$ cat src/rtl/ysyx_wbu.sv
// ysyx_wbu: write-back / retire stage.
// Holds finished instructions from execute in a small circular queue and
// retires at most one per cycle, driving the register-file write port, the
// next-PC redirect and the retire trace. An ebreak halts until reset.
`ifndef YSYX_W_WIDTH
`define YSYX_W_WIDTH 32
`endif

module ysyx_wbu #(
    parameter int BIT_W = `YSYX_W_WIDTH,
    parameter int DEPTH = 2
) (
    input  logic             clk,
    input  logic             rst,
    input  logic             prev_valid,
    output logic             ready_o,
    input  logic [31:0]      inst_i,
    input  logic [BIT_W-1:0] pc_i,
    input  logic [BIT_W-1:0] reg_wdata_i,
    input  logic [BIT_W-1:0] npc_wdata_i,
    input  logic             use_exu_npc_i,
    input  logic             branch_retire_i,
    input  logic             ebreak_i,
    input  logic [3:0]       rd_i,
    input  logic             speculation_i,
    output logic             rf_wen_o,
    output logic [3:0]       rf_waddr_o,
    output logic [BIT_W-1:0] rf_wdata_o,
    output logic             redirect_o,
    output logic [BIT_W-1:0] npc_o,
    output logic             retire_valid_o,
    output logic [BIT_W-1:0] retire_pc_o,
    output logic [31:0]      retire_inst_o,
    output logic             halt_o,
    output logic [63:0]      retire_cnt_o
);

    localparam int PW = (DEPTH > 1) ? $clog2(DEPTH) : 1;
    localparam int CW = PW + 1;

    typedef enum logic {RUN = 1'b0, HALT = 1'b1} state_t;

    state_t state, state_n;

    logic [31:0]      q_inst [DEPTH];
    logic [BIT_W-1:0] q_pc   [DEPTH];
    logic [BIT_W-1:0] q_wd   [DEPTH];
    logic [BIT_W-1:0] q_npc  [DEPTH];
    logic             q_use  [DEPTH];
    logic             q_br   [DEPTH];
    logic             q_eb   [DEPTH];
    logic [3:0]       q_rd   [DEPTH];
    logic             q_spec [DEPTH];

    logic [PW-1:0] head, tail, head_n, tail_n, idx;
    logic [CW-1:0] count, count_n, sq_n, sq_eff;
    logic          squash_pending;
    logic          push, push_keep, pop, halt_pop, redir_pop, run;
    logic          unused_br;

    // branch_retire travels with the entry for trace purposes only
    assign unused_br = q_br[head];

    // Queue control: pop, squash extent, and next pointer/count values.
    // The squash drops the run of speculative entries directly behind the
    // popped head; speculative entries are always younger than
    // non-speculative ones, so this is every speculative entry queued.
    // An entry arriving on the same edge is dropped if it is speculative.
    always_comb begin
        push     = prev_valid & ready_o;
        pop      = (state == RUN) && (count != '0);
        halt_pop = pop & q_eb[head];
        redir_pop = pop & q_use[head];
        sq_n = '0;
        run  = 1'b1;
        idx  = '0;
        for (int unsigned i = 1; i < DEPTH; i++) begin
            idx = head + PW'(i);
            if (run && (i < 32'(count)) && q_spec[idx]) sq_n = sq_n + CW'(1);
            else run = 1'b0;
        end
        sq_eff    = redir_pop ? sq_n : '0;
        push_keep = push & ~halt_pop & ~(redir_pop & speculation_i);
        if (halt_pop) begin
            head_n  = '0;
            tail_n  = '0;
            count_n = '0;
        end else begin
            head_n  = head + PW'(pop) + sq_eff[PW-1:0];
            tail_n  = tail + PW'(push_keep);
            count_n = count - CW'(pop) - sq_eff + CW'(push_keep);
        end
    end

    // State register, queue pointers and the one-cycle squash flag
    always_ff @(posedge clk or posedge rst) begin
        if (rst) begin
            state          <= RUN;
            head           <= '0;
            tail           <= '0;
            count          <= '0;
            squash_pending <= 1'b0;
        end else begin
            state          <= state_n;
            head           <= head_n;
            tail           <= tail_n;
            count          <= count_n;
            squash_pending <= redir_pop;
        end
    end

    // Next-state: retiring an ebreak halts; HALT is left only by reset
    always_comb begin
        state_n = state;
        if (state == RUN && halt_pop) state_n = HALT;
    end

    // Outputs decoded from registered state only
    always_comb begin
        ready_o = (count < CW'(DEPTH)) && (state == RUN) && !squash_pending;
        halt_o  = (state == HALT);
    end

    // Queue storage; validity is tracked by count, so no reset needed
    always_ff @(posedge clk) begin
        if (push_keep) begin
            q_inst[tail] <= inst_i;
            q_pc[tail]   <= pc_i;
            q_wd[tail]   <= reg_wdata_i;
            q_npc[tail]  <= npc_wdata_i;
            q_use[tail]  <= use_exu_npc_i;
            q_br[tail]   <= branch_retire_i;
            q_eb[tail]   <= ebreak_i;
            q_rd[tail]   <= rd_i;
            q_spec[tail] <= speculation_i;
        end
    end

    // Registered retire outputs: strobes pulse on a pop, data holds otherwise
    always_ff @(posedge clk or posedge rst) begin
        if (rst) begin
            retire_valid_o <= 1'b0;
            rf_wen_o       <= 1'b0;
            redirect_o     <= 1'b0;
            rf_waddr_o     <= '0;
            rf_wdata_o     <= '0;
            npc_o          <= '0;
            retire_pc_o    <= '0;
            retire_inst_o  <= '0;
            retire_cnt_o   <= '0;
        end else begin
            retire_valid_o <= pop;
            rf_wen_o       <= pop && (q_rd[head] != 4'd0);
            redirect_o     <= redir_pop;
            if (pop) begin
                rf_waddr_o    <= q_rd[head];
                rf_wdata_o    <= q_wd[head];
                npc_o         <= q_use[head] ? q_npc[head] : q_pc[head] + BIT_W'(4);
                retire_pc_o   <= q_pc[head];
                retire_inst_o <= q_inst[head];
                retire_cnt_o  <= retire_cnt_o + 64'd1;
            end
        end
    end

endmodule

$ cat config.mk
export PLATFORM = sky130hd
export DESIGN_NAME = ysyx_wbu
export DESIGN_NICKNAME = d
export VERILOG_FILES = /design/src/rtl/ysyx_wbu.sv
export SDC_FILE = /design/constraint.sdc
export NUM_CORES = 1
export LEC_CHECK = 0
export CAP_MARGIN = 20
export CORE_AREA = 2 2 187 189
export DETAILED_ROUTE_END_ITERATION = 8
export DIE_AREA = 0 0 189 191
export PLACE_DENSITY = 0.83
export RECOVER_POWER = 50
export SLEW_MARGIN = 20
export SYNTH_ARGS = -nofsm -noshare
export SYNTH_HDL_FRONTEND = slang
export SYNTH_SLANG_ARGS = --single-unit
$ cat constraint.sdc
create_clock -name clk -period 17.7 [get_ports clk]
set_clock_uncertainty 0.05 [all_clocks]
set_input_delay 3.54 -clock clk [delete_from_list [all_inputs] [get_ports clk]]
set_output_delay 3.54 -clock clk [all_outputs]
set_load 0.02 [all_outputs]
# Word level (Yosys, flattened, before mapping)
# Memory sizes are Yosys's and may differ from the RTL's. A register that Yosys moved wholly into a read port is not among the register bits.
# Index checks and enable logic that the tools add are counted.
[op_classes]
n_lt_le_gt_ge = 2
mux = 8
n_bitwise = 9
reduce_logical = 9
add_sub_neg = 9
[ops]
columns = ["op", "n"]
rows = [
  ["$add A64 B1 Y64 const B", 1],
  ["$add A32 B3 Y32 const B", 1],
  ["$mux W32", 1],
  ["$and A1 B1 Y1", 6],
  ["$logic_and A1 B1 Y1", 6],
  ["$mux W1", 6],
  ["$reduce_bool A4 Y1", 1],
  ["$sub A2 B1 Y2", 2],
  ["$add A1 B1 Y1", 3],
  ["$not A1 Y1", 3],
  ["$add A2 B1 Y2", 1],
  ["$lt A1 B2 Y1 const A", 1],
  ["$lt A2 B2 Y1 const B", 1],
  ["$mux W2", 1],
  ["$reduce_bool A2 Y1", 1],
  ["$add A1 B1 Y1 const B", 1],
  ["$logic_not A1 Y1", 1],
]
[word_totals]
ff_bits = 140
input_bits = 139
mem_bits_rw = 270
out_inout_bits = 201
memories = 8
[memory_table]
columns = ["memory", "words", "word_bits", "rd", "rd_ports_with_merged_regs", "wr", "line", "source"]
rows = [
  ["q_inst", 2, 32, 1, 1, 1, "45", "logic [31:0] q_inst [DEPTH];"],
  ["q_npc", 2, 32, 1, 0, 1, "48", "logic [BIT_W-1:0] q_npc [DEPTH];"],
  ["q_pc", 2, 32, 1, 0, 1, "46", "logic [BIT_W-1:0] q_pc [DEPTH];"],
  ["q_wd", 2, 32, 1, 1, 1, "47", "logic [BIT_W-1:0] q_wd [DEPTH];"],
  ["q_rd", 2, 4, 1, 0, 1, "52", "logic [3:0] q_rd [DEPTH];"],
  ["q_eb", 2, 1, 1, 0, 1, "51", "logic q_eb [DEPTH];"],
  ["2 more memories", "n/a", "n/a", "n/a", "n/a", "n/a", "n/a", ""],
]

# Logic depth before layout (Yosys ltp)
# Gate-level depths: netlist of run 1.
[logic_depth]
word_depth = 8
mapped_depth = 15
ltp_nobuf = 10

# Worst setup path after synthesis of run 1
# Ideal clock, no wire load.
[synth_path]
kind = "input-to-reg"
start = "input port prev_valid"
end = "memory q_eb[1] (enable)"
slack_ps = 10013
path_stages = 3
setup_time_ps = 511
arrival_ps = 7126
cell_sequence = "nand2_1 a211oi_1 ha_1"
[synth_between]
elab_chain_len = 5
[synth_rtl]
columns = ["element", "line", "source"]
rows = [
  ["from (decl)", "15", "input logic prev_valid,"],
  ["$and A1 B1 Y1", "70", "push = prev_valid & ready_o;"],
  ["$and A1 B1 Y1 (2 in a row)", "83", "push_keep = push & ~halt_pop & ~(redir_pop & speculation_i);"],
  ["$mux W1", "n/a", ""],
  ["$mux W1 (implied by the code)", "133", "q_eb[tail] <= ebreak_i;"],
  ["to (decl)", "51", ""],
]
# Every way passes these cells.

# Worst setup path after layout of run 1
[layout_path]
start = "register head"
end = "register npc_o[26]"
[layout_between]
elab_chain_len = 3
[layout_rtl]
columns = ["element", "line", "source"]
rows = [
  ["from (decl)", "55", "logic [PW-1:0] head, tail, head_n, tail_n, idx;"],
  ["from (signal assigned)", "105", "head <= head_n;"],
  ["$mem_v2 Z2 W32", "n/a", ""],
  ["$add A32 B3 Y32", "158", "npc_o <= q_use[head] ? q_npc[head] : q_pc[head] + BIT_W'(4);"],
  ["$mux W32 (*)", "158", ""],
  ["to (signal assigned)", "158", ""],
  ["to (decl)", "30", "output logic [BIT_W-1:0] npc_o,"],
]
# Every way passes the cells marked *; elsewhere a longest branch is shown, timed or not.
# A chain may end at the register's enable or synchronous reset.

==> results.txt, run 1 <==
The flow ran to the end, but the final reports show violations. The checks that failed: capacitance limit, slew limit. Of the cells placed in the final design, the portion with a size suffix greater than 1 is 0.0589. The cell with the largest stage delay on the worst path is sky130_fd_sc_hd__clkbuf_1.

The cell area after synthesis is 18,600 µm². The via count of the first global-routing pass is roughly 12,000. In the synthesized netlist, the cells that appear most often are sky130_fd_sc_hd__edfxtp_1 (270), sky130_fd_sc_hd__dfrtp_1 (204), sky130_fd_sc_hd__nand2_1 (166), sky130_fd_sc_hd__mux2i_1 (133), sky130_fd_sc_hd__o21ai_0 (122). The minimum setup slack in the final design is around 8.6 ns. For this run, the leading register cell type out of synthesis is sky130_fd_sc_hd__edfxtp_1.

The aggregate negative setup slack came out at 0 ns. At the pin with the least slew margin, the transition time is between 6 and 7 ns. The count of unresolved DRC violations after routing is 0. STA classifies the critical path endpoint as a flop. The number of gates resized after CTS came out at 0. The area of the core region came out at roughly 34,000 µm².

The clock power share came out at 0.274. The number of violations of the max-capacitance limit came out at 5. The min-delay analysis places its worst path in the category reg -> reg. The element type at the critical path start is a flop.

The number of enable-type register cells in the synthesized netlist came out at 270. Of the total power, the share spent switching nets is 0.315. The utilization of the core after routing came out at 0.698. The remaining global-route overflow is 0.

Setup slack on the worst reg-to-reg path comes out at 8.55 ns. sky130_fd_sc_hd__edfxtp_1 takes more of the synthesized area than any other cell. The maximum buffer depth of the clock tree is 3.

The number of top-level design ports is between 300 and 400. The fill cell instance count of the final layout is around 2,200. Of the post-synthesis cell area, the dominant cell type holds 0.437. The finished layout holds roughly 2,100 standard cells, fillers aside. The count of yosys warnings during synthesis is 0. The via density per instance came out at ~5.5. The final worst-path cycle share came out at 0.517. The TritonCTS buffer count came out at 47. The post-synthesis to final-layout area growth is 28.3%. The tree is rooted in a sky130_fd_sc_hd__clkbuf_16. The critical hold path startpoint is retire_pc_o[13]$_DFFE_PP0P_. The first detailed-routing pass ran for 7 iterations. By area the synthesized netlist is led by sky130_fd_sc_hd__edfxtp_1 (44%), sky130_fd_sc_hd__dfrtp_1 (27%), sky130_fd_sc_hd__mux2i_1 (7.2%), sky130_fd_sc_hd__nand2_1 (3.4%), sky130_fd_sc_hd__o21ai_0 (3.3%). The power per cell area is 149 nW/µm². Counting every sink on the clock net gives roughly 470. The biggest cell delay along the critical path is about 3 ns. The share of total power dissipated in sequential elements is 0.423.

The maximum level of the CTS H-tree came out at 2. The number of hold buffers added after cts is 0. Setup violations remaining at the end of the flow were counted as 0. The number of distinct library cells after synthesis is about 60. The count of state elements after synthesis came out at 474. The die outline height is ~190 µm. After detailed routing, the average wire length per cell comes to 20.7 µm. Entering global routing, the biggest net connects 244 pins. The most numerous cell type found on the critical path is sky130_fd_sc_hd__inv_1. The starting utilization of the core area is 0.544. The power dissipated by switching net loads came out at roughly 1.1 mW. The hold violation total from the final report was 0. The share of flip-flops with an asynchronous set or reset after synthesis is 0.430. The achievable frequency came out at approximately 110 MHz. The static leakage came out at approximately 9.1 nW. The fraction of the yosys area taken by sequential cells is 0.711. The worst setup path is of the reg -> reg kind.

The total power came out at between 3 and 4 mW. The total vias in the final route is approximately 12,000. The count of routing violations after the opening detailed-route iteration is about 770. The residual antenna-violating net count after detailed routing came out at 0. For the worst setup path, the data arrival time is approximately 9.5 ns.

Walking the worst path, the cells encountered are clkbuf_1 -> mux2i_1 -> inv_1 -> ha_1 -> inv_1 -> a211oi_1 -> nand3_2 -> or4b_1 -> a31oi_1 -> nor2_1. After legalization and detailed placement, the total HPWL measured approximately 28 mm. The die covers around 36,000 µm². The maximum vdd drop came out at approximately 0.00013 V.

The number of placement rows came out at 68. The register clock-pin slew on the reported worst setup and hold paths is 0.06 ns. The total number of nets in the final design is between 1,500 and 2,000. For this run, the total global-route usage over all layers was measured as 0.245.

The synthesized net count is between 1,000 and 1,500. The global placer's final weighted congestion came out at roughly 0.84. The clock reaches the later pin of the worst-skew pair after between 0.5 and 0.6 ns. The number of pins with negative max-slew slack in the final report is a little over 300. By instance count, the leading cell after synthesis is sky130_fd_sc_hd__edfxtp_1. OpenSTA, run right after detailed placement, puts the worst setup slack at about 11 ns.

The global-route wire length before repair came out at 67.8 mm. The die is 189 µm wide. The top fanout value on the critical path came out at 67. The tightest slew margin relative to the limit came out at -3.05. The buffers inserted during post-CTS setup optimization is 0. The internal power of the cells totals roughly 2.4 mW. The count of buffers inserted at the top-level ports came out at ~340.

The number of instances on the worst hold path came out at 2. Summed over all layers, the routed wires come to about 44 mm. TritonCTS built the clock tree.

The synthesized area per cell is 14.4 µm². The worst path needs between 9 and 10 ns of the cycle, external delays included. Measured in cells, the most critical reg-to-reg path has a length of 10. The share of total power dissipated in combinational logic is 0.302. In this run the critical register-to-register path is captured at npc_o[26]$_DFFE_PP0P_. For hold timing, the worst endpoint is retire_pc_o[13]$_DFFE_PP0P_. The initial antenna violation count is 28. The start of the worst register-to-register path is head$_DFF_PP0_. For the worst setup path, the data required time is about 18 ns. After technology mapping, the gate count stands at between 1,000 and 1,500. Setup repair after global routing left no endpoint under its margin. The number of placed instances, taps included, is around 2,000.
==> cells by family after synthesis <==
logic type,count (synthesis),synth area share
xor gates and xnor gates,91,0.0433
adders and majority gates,6,0.00445
buffers and inverters,65,0.0173
muxes,139,0.0753
DFF,474,0.711
and+or+nand+nor,336,0.0934
AOI/OAI and AO/OA,175,0.0548
==> stage by stage <==
step | cell area, µm² | hold WS, ns
floorplan | 18600 | 0.455
global placement | 22400 | 0.406
detailed placement | 22400 | 0.418
CTS | 23900 | 0.432
global route | 23800 | 0.448
finish | 23800 | 0.426
==> power by group through the flow <==
| stage | Sequential, mW | Clock (mW) | Combinational (mW) |
|---|---|---|---|
| floorplan | 1.65 | 0 | 0.414 |
| global placement | 1.51 | 0 | 1.02 |
| detailed placement | 1.52 | 0 | 1.05 |
| CTS | 1.50 | 0.990 | 1.06 |
| global route | 1.52 | 1.03 | 1.15 |
| finish | 1.50 | 0.973 | 1.07 |
==> per-layer routing <==
metal | up-vias | track usage | share of wire
li1 | 5409 | - | -
met1 | 5816 | 0.299 | 0.39
met2 | 469 | 0.403 | 0.48
met3 | 90 | 0.0933 | 0.099
met4 | 16 | 0.0823 | 0.025
met5 | - | 0 | 0.0023
==> sequential cells by signal, summed over array words and instances, names as in the netlist <==
name            flops
redirect_o          1
npc_o              32
retire_valid_o      1
q_rd                8
q_pc               64
q_wd               64
tail                1
halt_o              1
rf_waddr_o          4
q_use               2
retire_inst_o      32
retire_cnt_o       64
rf_wen_o            1
head                1
rf_wdata_o         32
q_eb                2
count               2
retire_pc_o        32
q_spec              2
q_npc              64
q_inst             64
==> critical path, delay by kind of cell (launching register included) <==
kind,cells,cell delay (ns)
compound gates,2,1.17
fa+ha+maj,1,0.20
buf+inv,3,3.32
flops,1,2.58
mux,1,0.65
simple gates,3,1.04
==> cell type report <==
type,instances,area (µm²),share of cell area
Multi-Input combinational cell,747,4970,0.209
Tap cell,455,569,0.0239
Clock buffer,73,1410,0.0590
Clock inverter,14,123,0.00515
Inverter,10,38.8,0.00163
Sequential cell,474,13200,0.555
Antenna cell,19,47.5,0.00200
Timing Repair Buffer,346,3450,0.145
==> cell usage in the layout (no fill, tap or decap), drive strengths merged, types with 3 or more instances in the layout <==
cell,instances
xor2,42
nor3,18
diode,19
a21oi,21
and3,9
nor4,5
nand2,167
ha,5
nand4,21
a22o,3
inv,9
a22oi,5
edfxtp,270
and2,4
nand3,35
clkdlybuf4s50,202
mux2i,133
o221ai,12
nor3b,3
and4,11
nor2,43
clkbuf,77
buf,4
dfrtp,204
nand3b,7
xnor2,49
nand4b,6
mux2,6
o21ai,122
dlygate4sd3,136
clkinv,11
==> worst max path at each step <==
| stage | to | cells past startpoint | start |
|---|---|---|---|
| final | npc_o[26]$_DFFE_PP0P_ | 10 | head$_DFF_PP0_ |
| after global routing | npc_o[26]$_DFFE_PP0P_ | 10 | head$_DFF_PP0_ |
| after CTS | q_npc[0][27]$_DFFE_PP_ | 5 | prev_valid |
| after detailed placement | q_inst[0][17]$_DFFE_PP_ | 5 | prev_valid |
| after global placement | q_inst[0][10]$_DFFE_PP_ | 5 | prev_valid |
| after floorplan | count[0]$_DFF_PP0_ | 1 | rst |
Note: power is estimated with default switching activity, not from simulation.
==> run 2: changes to the inputs <==
--- a/config.mk
+++ b/config.mk
@@ -6,10 +6,10 @@
 export NUM_CORES = 1
 export LEC_CHECK = 0
 export CAP_MARGIN = 20
-export CORE_AREA = 2 2 187 189
+export CORE_AREA = 2 2 202 204
 export DETAILED_ROUTE_END_ITERATION = 8
-export DIE_AREA = 0 0 189 191
-export PLACE_DENSITY = 0.83
+export DIE_AREA = 0 0 204 206
+export PLACE_DENSITY = 0.75
 export RECOVER_POWER = 50
 export SLEW_MARGIN = 20
 export SYNTH_ARGS = -nofsm -noshare
==> constraint.sdc (replaced) <==
create_clock -name clk -period 7.8 [get_ports clk]
set_clock_uncertainty 0.05 [all_clocks]
set_input_delay 1.56 -clock clk [delete_from_list [all_inputs] [get_ports clk]]
set_output_delay 1.56 -clock clk [all_outputs]
set_load 0.02 [all_outputs]
==> run 2 against run 1 <==
Compared with the run above: the run still ends with capacitance limit, slew limit left; die area rose by 16%; hold slack about the same; sequential power grew 120%; sequential share of layout area shrank 0.84 points; final area increased by 1.6%; global-route usage down 3.4 points; routed wire length hardly changed; clock power is 140% higher; register-to-register slack got worse by 6.7 ns; critical path depth shrank 4; non-clock buffer count rose by 1; flip-flop and latch count stayed put; largest power group unchanged; highest routed layer unchanged.
==> results.txt, run 2 (synthesis results as in run 1) <==
The count of unresolved DRC violations after routing is 0. The tree built by TritonCTS fans out to 474 sinks. In the final layout, flip-flops and latches occupy 13,200 µm². The global placer's final weighted congestion came out at slightly above 0.8. The core region is 40,200 µm².

The longest clock path from root to sink contains 3 buffers. The run finished, with violations left. After the first detailed-routing iteration, the DRC count stood at approximately 700.

The aggregate negative setup slack came out at 0 ns. The power per cell area is between 300 and 400 nW/µm². The total power is between 8 and 9 mW. The worst setup path is of the reg -> reg kind. Setup violations remaining at the end of the flow were counted as 0. Measured along the x axis, the die boundary spans about 200 µm. The layout has approximately 3,100 filler cells. At the pin with the least slew margin, the transition time is between 3 and 4 ns.

The tightest slew margin relative to the limit is -1.47. The hold violation total from the final report is 0. The cell at the root of the clock tree is sky130_fd_sc_hd__clkbuf_16. For this configuration, the core starts out at a cell density of 0.462. The multi-input combinational cells in the finished layout cover a total of around 5100 µm². Clock latency on the worst-skew pair, taken at its later pin, is ~0.58 ns. After clock tree synthesis, the clock-pin slew on the worst setup and hold paths is 0.06 ns.

The number of placement rows is between 70 and 80. The number of search-and-repair iterations in the first detailed-routing pass came out at 5. The routed design could run at a clock period as short as 6.00 ns. TritonCTS built the clock tree. The die outline height is 206 µm.

The total detailed-routing wirelength came out at between 40 and 50 mm. The global-route wire length before repair is slightly below 70 mm. The minimum setup slack in the final design is 1.80 ns. The final worst-path cycle share came out at 0.769.

The min-delay analysis places its worst path in the category reg -> reg. The total number of nets in the final design is roughly 1,800. The die outline area is around 42,000 µm².

The arrival time reported for the critical path endpoint is 6.17 ns. The achievable frequency came out at about 170 MHz. The number of violations of the max-capacitance limit is 3. The buffers inserted during post-CTS setup optimization came out at 0.

The post-synthesis to final-layout area growth is 30.3%. The static leakage is about 9.3 nW. STA puts the critical path data required time at ~8.0 ns. Dividing the detail-routed wire length by the instance count gives approximately 20 µm. The TritonCTS buffer count came out at a little under 50.

Buffers inserted to repair hold after CTS numbered 0. The element type at the critical path start is a flop. The count of buffers inserted at the top-level ports is between 300 and 400. In the layout the commonest cells are sky130_fd_sc_hd__edfxtp_1 (270), sky130_fd_sc_hd__dfrtp_1 (203), sky130_fd_sc_hd__clkdlybuf4s50_1 (202). The initial antenna violation count came out at 25. The worst setup path is captured at a flop.

The worst-case setup slack after placement came out at around 2.8 ns. The share of layout cells above drive strength 1 is 0.0778. The number of top-level design ports came out at 340.

Once detailed placement completed, the half-perimeter wirelength came to around 29 mm. The remaining global-route overflow is 0. The number of pins with negative max-slew slack in the final report came out at 244.

The all-layer global routing usage is 0.211. Along the worst path, the maximum fanout reaches 116. For this block, the via count after detailed routing is roughly 12,000. The pin count of the biggest net entering global routing came out at ~250. The residual antenna-violating net count after detailed routing came out at 0.

The checks that failed: capacitance limit, slew limit. The maximum vdd drop is about 0.00023 V. The leading cell type in the layout, fill and taps excluded is sky130_fd_sc_hd__edfxtp_1. Setup repair after global routing left no endpoint under its margin. The number of gates resized after CTS is 0.

The via count of the first global-routing pass is about 12,000. The maximum level of the CTS H-tree came out at 2. Dividing the detail-routed via count by the number of cells gives 5.26.
==> run 2: cell types whose count changed in the layout (fill, tap and decap cells not counted), moves of 3 or more <==
cell                       delta
sky130_fd_sc_hd__nor3_2       +5
sky130_fd_sc_hd__buf_6        -3
sky130_fd_sc_hd__clkbuf_1     -8
sky130_fd_sc_hd__clkbuf_8     +4
sky130_fd_sc_hd__buf_12       +3
sky130_fd_sc_hd__diode_2      -3
sky130_fd_sc_hd__nor3_1       -7
==> run 2: path summary, 6_finish.rpt <==
path,start,end,slack (ns),cells past startpoint
min in group asynchronous,rst,retire_cnt_o[17]$_DFFE_PP0P_,2.46,2
min,retire_cnt_o[63]$_DFFE_PP0P_,retire_cnt_o[63]$_DFFE_PP0P_,0.43,1
max in group asynchronous,rst,head$_DFF_PP0_,3.20,2
max,head$_DFF_PP0_,q_wd[0][11]$_DFFE_PP_,1.80,6
min reg2reg,retire_cnt_o[63]$_DFFE_PP0P_,retire_cnt_o[63]$_DFFE_PP0P_,0.43,1
max reg2reg,head$_DFF_PP0_,q_wd[0][11]$_DFFE_PP_,1.80,6
==> run 2: per-layer routing <==
metal | global-route usage | share of wire | up-vias
met3 | 0.0896 | 0.10 | 89
met5 | 0 | 0.0027 | -
met4 | 0.0564 | 0.019 | 20
li1 | - | - | 5406
met1 | 0.261 | 0.40 | 5754
met2 | 0.343 | 0.47 | 392
==> run 2: report_power, final <==
part	internal (mW)	leakage [nW]	total [mW]	switching [mW]
logic	1.12	3.42	2.49	1.37
clock network	1.40	0.827	2.37	0.976
registers	3.09	5.05	3.33	0.245
total	5.60	9.29	8.19	2.59
==> run 2: stage by stage <==
stage | area, µm² | std cells | util | hold WS, ns
after floorplan | 18600 | 1286 | - | 0.455
after global placement | 22500 | 2110 | 0.560 | 0.409
after detailed placement | 22500 | 2110 | 0.560 | 0.420
after CTS | 24200 | 2202 | 0.602 | 0.434
after global routing | 24200 | 2212 | 0.602 | 0.446
final | 24200 | 2218 | 0.602 | 0.425
==> run 2: final cells by class <==
class	count	area share
Timing Repair Buffer	347	0.144
Clock buffer	73	0.0615
Clock inverter	19	0.00771
Antenna cell	16	0.00165
Inverter	10	0.00160
Tap cell	532	0.0275
Sequential cell	474	0.546
Multi-Input combinational cell	747	0.210
==> run 2: worst max-delay path, stage by stage (launching register included) <==
cell,delay [ns]
sky130_fd_sc_hd__dfrtp_4,0.40
sky130_fd_sc_hd__clkbuf_2,2.40
sky130_fd_sc_hd__mux2i_1,0.38
sky130_fd_sc_hd__nor2_1,0.18
sky130_fd_sc_hd__a211oi_1,0.70
sky130_fd_sc_hd__ha_4,0.86
sky130_fd_sc_hd__buf_12,0.45
==> run 3: changes to the inputs <==
--- a/config.mk
+++ b/config.mk
@@ -6,10 +6,10 @@
 export NUM_CORES = 1
 export LEC_CHECK = 0
 export CAP_MARGIN = 20
-export CORE_AREA = 2 2 202 204
+export CORE_AREA = 2 2 192 194
 export DETAILED_ROUTE_END_ITERATION = 8
-export DIE_AREA = 0 0 204 206
-export PLACE_DENSITY = 0.75
+export DIE_AREA = 0 0 194 196
+export PLACE_DENSITY = 0.79
 export RECOVER_POWER = 50
 export SLEW_MARGIN = 20
 export SYNTH_ARGS = -nofsm -noshare
==> constraint.sdc (replaced) <==
create_clock -name clk -period 5.9 [get_ports clk]
set_clock_uncertainty 0.05 [all_clocks]
set_input_delay 1.18 -clock clk [delete_from_list [all_inputs] [get_ports clk]]
set_output_delay 1.18 -clock clk [all_outputs]
set_load 0.02 [all_outputs]
==> run 3 against run 2 <==
Compared with the run above: the run still ends with capacitance limit, slew limit left; routed wire length is essentially flat; flip-flop and latch count is the same; count of clock-buffer cells in the layout is 2 lower; sequential share of layout area rose by 0.32 points; utilization is 6.5 points higher; clock power rose by 30%; combinational power up 26%; sequential power rose by 34%; critical path depth up 2; global-route usage rose by 2.0 points; critical endpoint is now q_npc[0][5]$_DFFE_PP_; largest cell class unchanged.
==> results.txt, run 3 (synthesis results as in run 1) <==
The number of search-and-repair iterations in the first detailed-routing pass is 4. After layout, the design draws a total of 10.7 mW. The met3 wire length is 4.12 mm.

The residual antenna-violating net count after detailed routing is 0. For the worst setup path, the data arrival time is slightly below 5 ns. The worst pin sits at a relative slew slack of -1.27. The all-layer global routing usage came out at 0.231. The number of placement rows came out at 70. The biggest cell delay along the critical path is approximately 0.8 ns.

The number of violations of the max-capacitance limit came out at 4. The achievable frequency came out at about 210 MHz. The area used by sequential logic in the layout is 13,200 µm². Among cell families on the critical path, the largest total delay comes from compound AO/OA/AOI/OAI gates. The count of buffers inserted at the top-level ports is between 300 and 400.

The sum of buffers and inverters on the critical path is 4. In this run the worst path has a maximum fanout of 56. The total detailed-routing wirelength is about 44 mm. The die outline height is 196 µm.

The HPWL after detailed placement is a little under 30 mm. Setup repair after global routing left no endpoint under its margin. The tree is rooted in a sky130_fd_sc_hd__clkbuf_16. Pin placement for this block handled 340 I/O pins. The aggregate negative setup slack came out at 0 ns.

The count of routing violations after the opening detailed-route iteration is about 530. The maximum level of the CTS H-tree is 2. The maximum buffer depth of the clock tree is 3. The global placer's final weighted congestion came out at 0.890. The final count of negative-setup-slack endpoints is 0.

The hold violation total from the final report is 0. The chip width came out at ~190 µm. The total number of nets in the final design came out at around 1,800.

The initial antenna violation count is 26. After detailed routing, the wire length on met1 is 17.4 mm. The critical path goes through o21bai_4 -> inv_1 -> clkbuf_1 -> nand2_1 -> inv_1 -> a211oi_1 -> ha_4 -> buf_4. Gates resized during post-CTS repair numbered 0. The met2 routed wirelength came out at 21.5 mm. The final worst-path cycle share is 0.790.

Counting the buffers created by CTS gives 48. The minimum setup slack in the final design came out at 1.24 ns. The cell that appears most often on the critical path is sky130_fd_sc_hd__inv_1.

Clock latency on the worst-skew pair, taken at its later pin, is between 0.5 and 0.6 ns. The count of unresolved DRC violations after routing came out at 0. The total vias in the final route is around 12,000. TritonCTS built the clock tree. The start-to-end type of the worst setup path is reg -> reg. After detailed routing, the average wire length per cell comes to 20.5 µm.

The actual slew at the worst max-slew pin came out at between 3 and 4 ns. The fill cell instance count of the final layout is 2,529. The worst setup path is captured at a flop.

On the critical path, the stage with the largest delay is an instance of sky130_fd_sc_hd__o21bai_4. The buffers inserted during post-CTS setup optimization came out at 0. The data required time at the worst endpoint came out at 6.08 ns. The global-route wire length before repair came out at ~70 mm. The element type at the critical path start is a flop. In this run the static leakage power is a little over 9 nW. The via density per instance is 5.38. The flow ran to the end, but the final reports show violations. The starting utilization of the core area is 0.515. The minimum clock period after layout is ~4.7 ns. The power per cell area is 445 nW/µm². The top cell types in the final layout, fill and taps aside, are sky130_fd_sc_hd__edfxtp_1 (270), sky130_fd_sc_hd__dfrtp_1 (203), sky130_fd_sc_hd__clkdlybuf4s50_1 (199). The leading cell type in the layout, fill and taps excluded is sky130_fd_sc_hd__edfxtp_1. The maximum vdd drop came out at 0.000369 V. The final reports fail on capacitance limit, slew limit. The number of pins with negative max-slew slack in the final report is approximately 220. The area growth from synthesis to layout is 29.5%. The share of layout cells above drive strength 1 is 0.0730. The tightest min-delay check is of the reg -> reg type. Prior to clock tree synthesis, the placed netlist has a worst setup slack of roughly 1.6 ns. The area of the core region is approximately 36,000 µm². The topmost layer with routed signal wires is met5.

The pin count of the biggest net entering global routing came out at 140. The remaining global-route overflow is 0. The multi-input combinational cell area came out at a little over 5000 µm². The die outline area is about 38,000 µm². The register clock-pin slew on the reported worst setup and hold paths came out at about 0.06 ns. The via count of the first global-routing pass is about 12,000.

The number of hold buffers added after cts is 0. The sink count of the clock tree came out at 474.
[run 3: cell types whose count changed in the layout (fill, tap and decap cells not counted), sizes merged, moves of 3 or more]
cell	change
diode	+3
clkdlybuf4s50	-3
bufinv	+3
dlygate4sd3	+3
buf	+4
clkinv	-3
[run 3: through the flow]
stage,area (µm²),cells,utilization,hold slack [ns]
6_report,24100,2159,0.667,0.414
5_1_grt,24000,2152,0.666,0.441
4_1_cts,24000,2139,0.666,0.422
3_5_place_dp,22400,2050,0.622,0.413
3_3_place_gp,22400,2050,0.622,0.408
2_1_floorplan,18600,1286,-,0.455
[run 3: power by group]
part	internal, mW	switching [mW]
clock	1.84	1.25
sequential	4.08	0.397
combinational	1.39	1.75
total	7.30	3.39
[run 3: area by class of cell]
class | count | share of cell area
Inverter | 10 | 0.00161
Multi-Input combinational cell | 747 | 0.210
Clock buffer | 71 | 0.0573
Sequential cell | 474 | 0.549
Timing Repair Buffer | 352 | 0.146
Tap cell | 468 | 0.0243
Antenna cell | 19 | 0.00198
Clock inverter | 18 | 0.00941
[run 3: worst paths after layout]
path / startpoint / endpoint / slack (ns) / cells past startpoint
worst max-delay path: count[1]$_DFF_PP0_ / q_npc[0][5]$_DFFE_PP_ / 1.24 / 8
worst max register to register: count[1]$_DFF_PP0_ / q_npc[0][5]$_DFFE_PP_ / 1.24 / 8
worst min register to register: retire_cnt_o[63]$_DFFE_PP0P_ / retire_cnt_o[63]$_DFFE_PP0P_ / 0.41 / 1
worst min-delay path: retire_cnt_o[63]$_DFFE_PP0P_ / retire_cnt_o[63]$_DFFE_PP0P_ / 0.41 / 1
max in group asynchronous: rst / retire_cnt_o[11]$_DFFE_PP0P_ / 1.38 / 3
min in group asynchronous: rst / retire_pc_o[15]$_DFFE_PP0P_ / 1.30 / 3
[run 3: worst reg2reg max path: stages, from the launching register on]
cell and delay, ns:
sky130_fd_sc_hd__dfrtp_1 0.44, sky130_fd_sc_hd__o21bai_4 0.81, sky130_fd_sc_hd__inv_1 0.09, sky130_fd_sc_hd__clkbuf_1 0.54, sky130_fd_sc_hd__nand2_1 0.27, sky130_fd_sc_hd__inv_1 0.11, sky130_fd_sc_hd__a211oi_1 0.68, sky130_fd_sc_hd__ha_4 0.81
sky130_fd_sc_hd__buf_4 0.49
[run 3: routing by layer]
| layer | GRT usage | up-vias |
|---|---|---|
| li1 | - | 5414 |
| met1 | 0.279 | 5709 |
| met5 | 0 | - |
| met3 | 0.0834 | 90 |
| met4 | 0.0881 | 12 |
| met2 | 0.382 | 393 |
